File: src/rtl/spi_pkg.sv
// spi_pkg: shared definitions for the SPI initiator.
//   - command encodings carried in tx_word[9:8]
//   - word/data widths and frame lengths (in SCLK bits)
//   - master state enumeration
//   - helper returning the terminal bit-counter value for a command
package spi_pkg;

  localparam int WORD_W        = 10;
  localparam int DATA_W        = 8;
  localparam int FRAME_BITS_WR = 10;
  localparam int FRAME_BITS_RD = 18;

  localparam logic [1:0] CMD_WR_ADDR = 2'b00;
  localparam logic [1:0] CMD_WR_DATA = 2'b01;
  localparam logic [1:0] CMD_RD_ADDR = 2'b10;
  localparam logic [1:0] CMD_RD_DATA = 2'b11;

  typedef enum logic [1:0] {
    IDLE  = 2'd0,
    SETUP = 2'd1,
    SHIFT = 2'd2,
    GAP   = 2'd3
  } state_t;

  // Last bit index of a frame: read-data frames carry 8 extra reply bits.
  function automatic logic [4:0] frame_last_bit(input logic [1:0] cmd);
    if (cmd == CMD_RD_DATA) begin
      return 5'(FRAME_BITS_RD - 1);
    end else begin
      return 5'(FRAME_BITS_WR - 1);
    end
  endfunction

endpackage

File: src/rtl/spi_clk_div.sv
// spi_clk_div: half-period timer for the SPI initiator.
//   clk, rst_n : system clock, async active-low reset
//   en         : count while high; counter is held at zero while low
//   tick       : single-cycle pulse every CLK_DIV enabled cycles
// The count reloads on every tick, so the first tick after enable rises
// arrives exactly CLK_DIV cycles later.
module spi_clk_div #(
  parameter int CLK_DIV = 2
) (
  input  logic clk,
  input  logic rst_n,
  input  logic en,
  output logic tick
);

  logic [7:0] cnt_r;

  assign tick = en && (cnt_r == 8'(CLK_DIV - 1));

  // Divider count: clears while disabled and on every tick.
  always_ff @(posedge clk or negedge rst_n) begin
    if (!rst_n) begin
      cnt_r <= 8'd0;
    end else if (!en || tick) begin
      cnt_r <= 8'd0;
    end else begin
      cnt_r <= cnt_r + 8'd1;
    end
  end

endmodule

File: src/rtl/spi_master.sv
// spi_master: SPI mode-0 initiator for the 10-bit command/data word protocol.
//   clk, rst_n : system clock, async active-low reset
//   start      : frame request, accepted only in IDLE
//   tx_word    : [9:8] command, [7:0] address/data, sent MSB-first
//   busy       : high from the cycle after an accepted start until done
//   done       : one-cycle pulse at frame end
//   rd_data    : reply byte of the last read-data frame
//   rd_valid   : one-cycle pulse with done on read-data frames
//   sclk, SS_n, MOSI, MISO : SPI pins (sclk idles low, SS_n active low)
// Frame: SETUP (CLK_DIV low) -> nbits x (CLK_DIV high, CLK_DIV low) -> GAP
// (SS_n high, CLK_DIV cycles) -> IDLE with done.
module spi_master
  import spi_pkg::*;
#(
  parameter int CLK_DIV = 2
) (
  input  logic                clk,
  input  logic                rst_n,
  input  logic                start,
  input  logic [WORD_W-1:0]   tx_word,
  output logic                busy,
  output logic                done,
  output logic [DATA_W-1:0]   rd_data,
  output logic                rd_valid,
  output logic                sclk,
  output logic                SS_n,
  output logic                MOSI,
  input  logic                MISO
);

  state_t              state_r;
  state_t              state_s;
  logic                tick_s;
  logic                last_s;
  logic [WORD_W-1:0]   shift_r;
  logic [DATA_W-1:0]   rx_r;
  logic [4:0]          bit_cnt_r;
  logic [4:0]          last_bit_r;
  logic                rd_frame_r;
  logic                busy_r;
  logic                done_r;
  logic                rd_valid_r;
  logic [DATA_W-1:0]   rd_data_r;
  logic                sclk_r;
  logic                ss_n_r;
  logic                mosi_r;

  spi_clk_div #(.CLK_DIV(CLK_DIV)) u_div (
    .clk   (clk),
    .rst_n (rst_n),
    .en    (state_r != IDLE),
    .tick  (tick_s)
  );

  assign last_s   = (bit_cnt_r == last_bit_r);
  assign busy     = busy_r;
  assign done     = done_r;
  assign rd_data  = rd_data_r;
  assign rd_valid = rd_valid_r;
  assign sclk     = sclk_r;
  assign SS_n     = ss_n_r;
  assign MOSI     = mosi_r;

  // State register.
  always_ff @(posedge clk or negedge rst_n) begin
    if (!rst_n) begin
      state_r <= IDLE;
    end else begin
      state_r <= state_s;
    end
  end

  // Next-state logic; SHIFT ends only after the low half of the last bit.
  always_comb begin
    state_s = state_r;
    case (state_r)
      IDLE: begin
        if (start) state_s = SETUP;
        else       state_s = IDLE;
      end
      SETUP: begin
        if (tick_s) state_s = SHIFT;
        else        state_s = SETUP;
      end
      SHIFT: begin
        if (tick_s && !sclk_r && last_s) state_s = GAP;
        else                             state_s = SHIFT;
      end
      GAP: begin
        if (tick_s) state_s = IDLE;
        else        state_s = GAP;
      end
      default: state_s = IDLE;
    endcase
  end

  // Datapath and registered pin/handshake outputs.
  always_ff @(posedge clk or negedge rst_n) begin
    if (!rst_n) begin
      shift_r    <= '0;
      rx_r       <= '0;
      bit_cnt_r  <= 5'd0;
      last_bit_r <= 5'd0;
      rd_frame_r <= 1'b0;
      busy_r     <= 1'b0;
      done_r     <= 1'b0;
      rd_valid_r <= 1'b0;
      rd_data_r  <= '0;
      sclk_r     <= 1'b0;
      ss_n_r     <= 1'b1;
      mosi_r     <= 1'b0;
    end else begin
      done_r     <= 1'b0;
      rd_valid_r <= 1'b0;
      case (state_r)
        IDLE: begin
          if (start) begin
            // First bit goes straight to MOSI; the rest queue behind it and
            // zeros fill in, which supplies MOSI=0 during the reply bits.
            shift_r    <= {tx_word[WORD_W-2:0], 1'b0};
            mosi_r     <= tx_word[WORD_W-1];
            ss_n_r     <= 1'b0;
            busy_r     <= 1'b1;
            bit_cnt_r  <= 5'd0;
            rx_r       <= '0;
            rd_frame_r <= (tx_word[9:8] == CMD_RD_DATA);
            last_bit_r <= frame_last_bit(tx_word[9:8]);
          end
        end
        SETUP: begin
          if (tick_s) sclk_r <= 1'b1;
        end
        SHIFT: begin
          if (tick_s) begin
            if (sclk_r) begin
              // Falling edge: the only place MOSI moves during a frame.
              sclk_r  <= 1'b0;
              mosi_r  <= shift_r[WORD_W-1];
              shift_r <= {shift_r[WORD_W-2:0], 1'b0};
            end else if (last_s) begin
              ss_n_r <= 1'b1;
            end else begin
              // Rising edge into bit bit_cnt_r+1; reply bits are 10..17.
              sclk_r    <= 1'b1;
              bit_cnt_r <= bit_cnt_r + 5'd1;
              if (bit_cnt_r >= 5'(FRAME_BITS_WR - 1)) begin
                rx_r <= {rx_r[DATA_W-2:0], MISO};
              end
            end
          end
        end
        GAP: begin
          if (tick_s) begin
            done_r <= 1'b1;
            busy_r <= 1'b0;
            if (rd_frame_r) begin
              rd_data_r  <= rx_r;
              rd_valid_r <= 1'b1;
            end
          end
        end
        default: begin
          ss_n_r <= 1'b1;
          sclk_r <= 1'b0;
        end
      endcase
    end
  end

endmodule

File: config.mk
export PLATFORM = sky130hd
export DESIGN_NAME = spi_master
export DESIGN_NICKNAME = d
export VERILOG_FILES = /design/src/rtl/spi_pkg.sv /design/src/rtl/spi_clk_div.sv /design/src/rtl/spi_master.sv
export SDC_FILE = /design/constraint.sdc
export NUM_CORES = 1
export LEC_CHECK = 0
export ABC_CLOCK_PERIOD_IN_PS = 5200
export CORE_MARGIN = 1.5
export CORE_UTILIZATION = 54
export CTS_CLUSTER_SIZE = 10
export DETAILED_ROUTE_END_ITERATION = 8
export PLACE_DENSITY = 0.81
export SYNTH_ARGS = -nofsm -noshare
export SYNTH_HDL_FRONTEND = slang
export SYNTH_SLANG_ARGS = --single-unit
File: constraint.sdc
create_clock -name clk -period 5.2 [get_ports clk]
set_input_delay 1.04 -clock clk [delete_from_list [all_inputs] [get_ports clk]]
set_output_delay 1.04 -clock clk [all_outputs]
set_load 0.05 [all_outputs]
==> impl_metrics.toml <==
[run_status]
status = "finished, final reports clean"

[yosys]
ys_warn_count = 0
synth.avg_cell_area_um2 = 12.5
netlist_area_um2 = 2280
synth_ff_type = "dfrtp_1"
synth_top_area_share_pct = 52.6
synth_top_cells_by_area = "dfrtp_1, mux2_2, a22o_1"
seq_area_frac_synth_pct = 53.8
syn_inst = 182
ys_types = 43
async_reset_ff_share_pct = 100
synth_nets = 200
synth-edff-count = 0
synth-seq-cells = 49
synth_top_area_cell = "dfrtp_1"

[placed_design]
dpl_cell_area_um2 = 2580
port_buffers = 27
place_ws_ps = 2420
place_inst = 254
place.gp.congestion = 0.839
hpwl_um = 3050

[cells_and_area]
stdcell_area_um2 = 2680
multi_input_area_um2 = 1010
utilization_pct = 66.5
drive_above_1_share_pct = 21.7
fin_cells = 262
layout_commonest_cell = "dfrtp_1"
insertedDiodeCount = 0
syn_to_final_growth_pct = 17.3
layout.nets = 229
seq_area_um2 = 1230
nFillCells = 279
final_cell_mix = "dfrtp_1, mux2_2, clkdlybuf4s50_1"

[route]
routed_wl_um = 4160
wire_per_inst_um = 15.9
vias_per_cell = 5.80
remaining_drc_errors = 0
drt_iter0_drc = 62
num_vias = 1520
drtAntennaViolNets = 0
drtPass1Iterations = 4

[global_routing]
grt_pass1_wl_um = 7020
overflow = 0
antenna_found_initial = 0
grt_max_degree = 50
track_usage_pct = 20.9
grt_pass1_vias = 1574

[die]
fp.coreArea_um2 = 4030
die_h_um = 68.0
dieArea_um2 = 4630
rows = 23
num_io_pins = 28
die_w_um = 68.0
start_util_pct = 56.6

[min_path]
holdCritPathClass = "flip-flop to flip-flop"
min_path_cells = 1
hold_start = "last_bit_r[0]"
hold_end = "last_bit_r[0]"

[sta]
setup_ws_ps = 2520
rsz0062_at_grt = "false"
fmax_ghz = 0.373
finalSetupTns_ps = 0
period_needed_ps = 2680
finalMaxSlewViolations = 0
post-route-period-util_pct = 51.5
whs_ps = 503
final.setup_skew_ps = 5.94
slew_headroom_pct = 27.6
finalHoldViolCount = 0
tightest_slew_ps = 1080
setup_violations = 0

[clock_tree]
clock_latency_ps = 300
clockBufferDepth = 2
cts_sinks = 49
postCtsResizedCells = 0
htree_num_levels = 2
cts_buffers = 5
tritoncts = "built"
cts_setup_buffers = 0
path_clk_slew_ps = 90
postCtsHoldBufs = 0
root_buffer = "clkbuf_8"

[critical_path]
path_cells = "clkdlybuf4s50_1"
r2r_start = "state_r[0]"
r2r_slack_ps = 2610
regToRegEndpoint = "rx_r[1]"
cp-end-kind = "primary output"
r2r_cells = 4
cp_max_fo = 2
cp.required_ps = 4160
cp_top_family = "buffers and inverters"
critPathBufInv = 1
startpoint_type = "flip-flop"
worst_path_max_delay_cell = "clkdlybuf4s50_1"
worst_path_largest_cell_delay_ps = 800
worstPathArrival_ps = 1640
criticalPathCategory = "flip-flop to primary output"

[pwr]
p_per_area_nw_per_um2 = 472
leakagePower_nw = 1.16
vdd_drop_max_mv = 0.332
power_mw = 1.26

[flow_run]
maxCapViolCount = 0
-- cell usage after synthesis (2+ instances only) --
cell type	count
inv_1	5
mux2i_1	2
a21oi_1	3
o21ai_0	3
or4_1	2
nor2b_1	3
dfrtp_1	48
ha_1	4
and3_1	2
xnor2_1	5
or2_2	3
a22o_1	8
xor2_1	5
o211ai_1	4
nand2b_1	4
mux2_2	27
nand2_1	13
buf_2	2
nand4_1	2
buf_4	2
nand3_1	4
nor2_1	10
-- power by group --
group | total [mW] | internal [mW] | switching (mW)
sequential | 0.576 | 0.475 | 0.101
clock | 0.227 | 0.108 | 0.119
combinational | 0.462 | 0.205 | 0.257
total | 1.26 | 0.788 | 0.477
-- state kept, by name, indices dropped and copies added, names as in the netlist --
register / flops
u_div.cnt_r: 8
SS_n: 1
done: 1
rx_r: 8
sclk: 1
busy: 1
last_bit_r: 3
state_r: 2
rd_valid: 1
shift_r: 9
rd_data: 8
bit_cnt_r: 5
MOSI: 1
-- cell type report --
cell class,instances,area share [%]
Multi-Input combinational cell,123,37.6
Clock buffer,6,3.08
Timing Repair Buffer,27,9.91
Sequential cell,49,45.8
Tap cell,50,2.34
Inverter,5,0.701
Clock inverter,2,0.514
-- worst max-delay path by stage --
stage | cells past startpoint | startpoint | to | slack [ps]
after floorplan | 5 | start | bit_cnt_r[2] | 2950
after global routing | 4 | state_r[0] | rx_r[0] | 2400
after CTS | 1 | SS_n | SS_n | 2500
after global placement | 5 | start | bit_cnt_r[2] | 2460
after detailed placement | 5 | start | bit_cnt_r[2] | 2420
final | 1 | SS_n | SS_n | 2520
-- cell families after synthesis --
kind of cell | synth area share [%]
simple gates | 12.7
flops | 53.8
compound gates | 11.2
mux | 14.2
xor+xnor | 3.84
buf+inv | 2.08
fa+ha+maj | 2.19
-- worst register-to-register path: cells and delay by family, from the launching register on --
family / cells / cell delay [ps]
compound gates: 3 / 1010
flops: 1 / 590
simple gates: 1 / 930
-- layer usage --
metal | up-vias | wire [µm] | part of all wire [%] | global-route usage, %
met1 | 760 | 1880 | 45 | 25.2
met5 | - | 0 | 0 | 0
met3 | 6 | 157 | 3.8 | 7.07
met4 | 0 | 56 | 1.3 | 7.50
met2 | 38 | 2070 | 50 | 34.6
li1 | 716 | - | - | -
(Power assumes the default switching activity.)
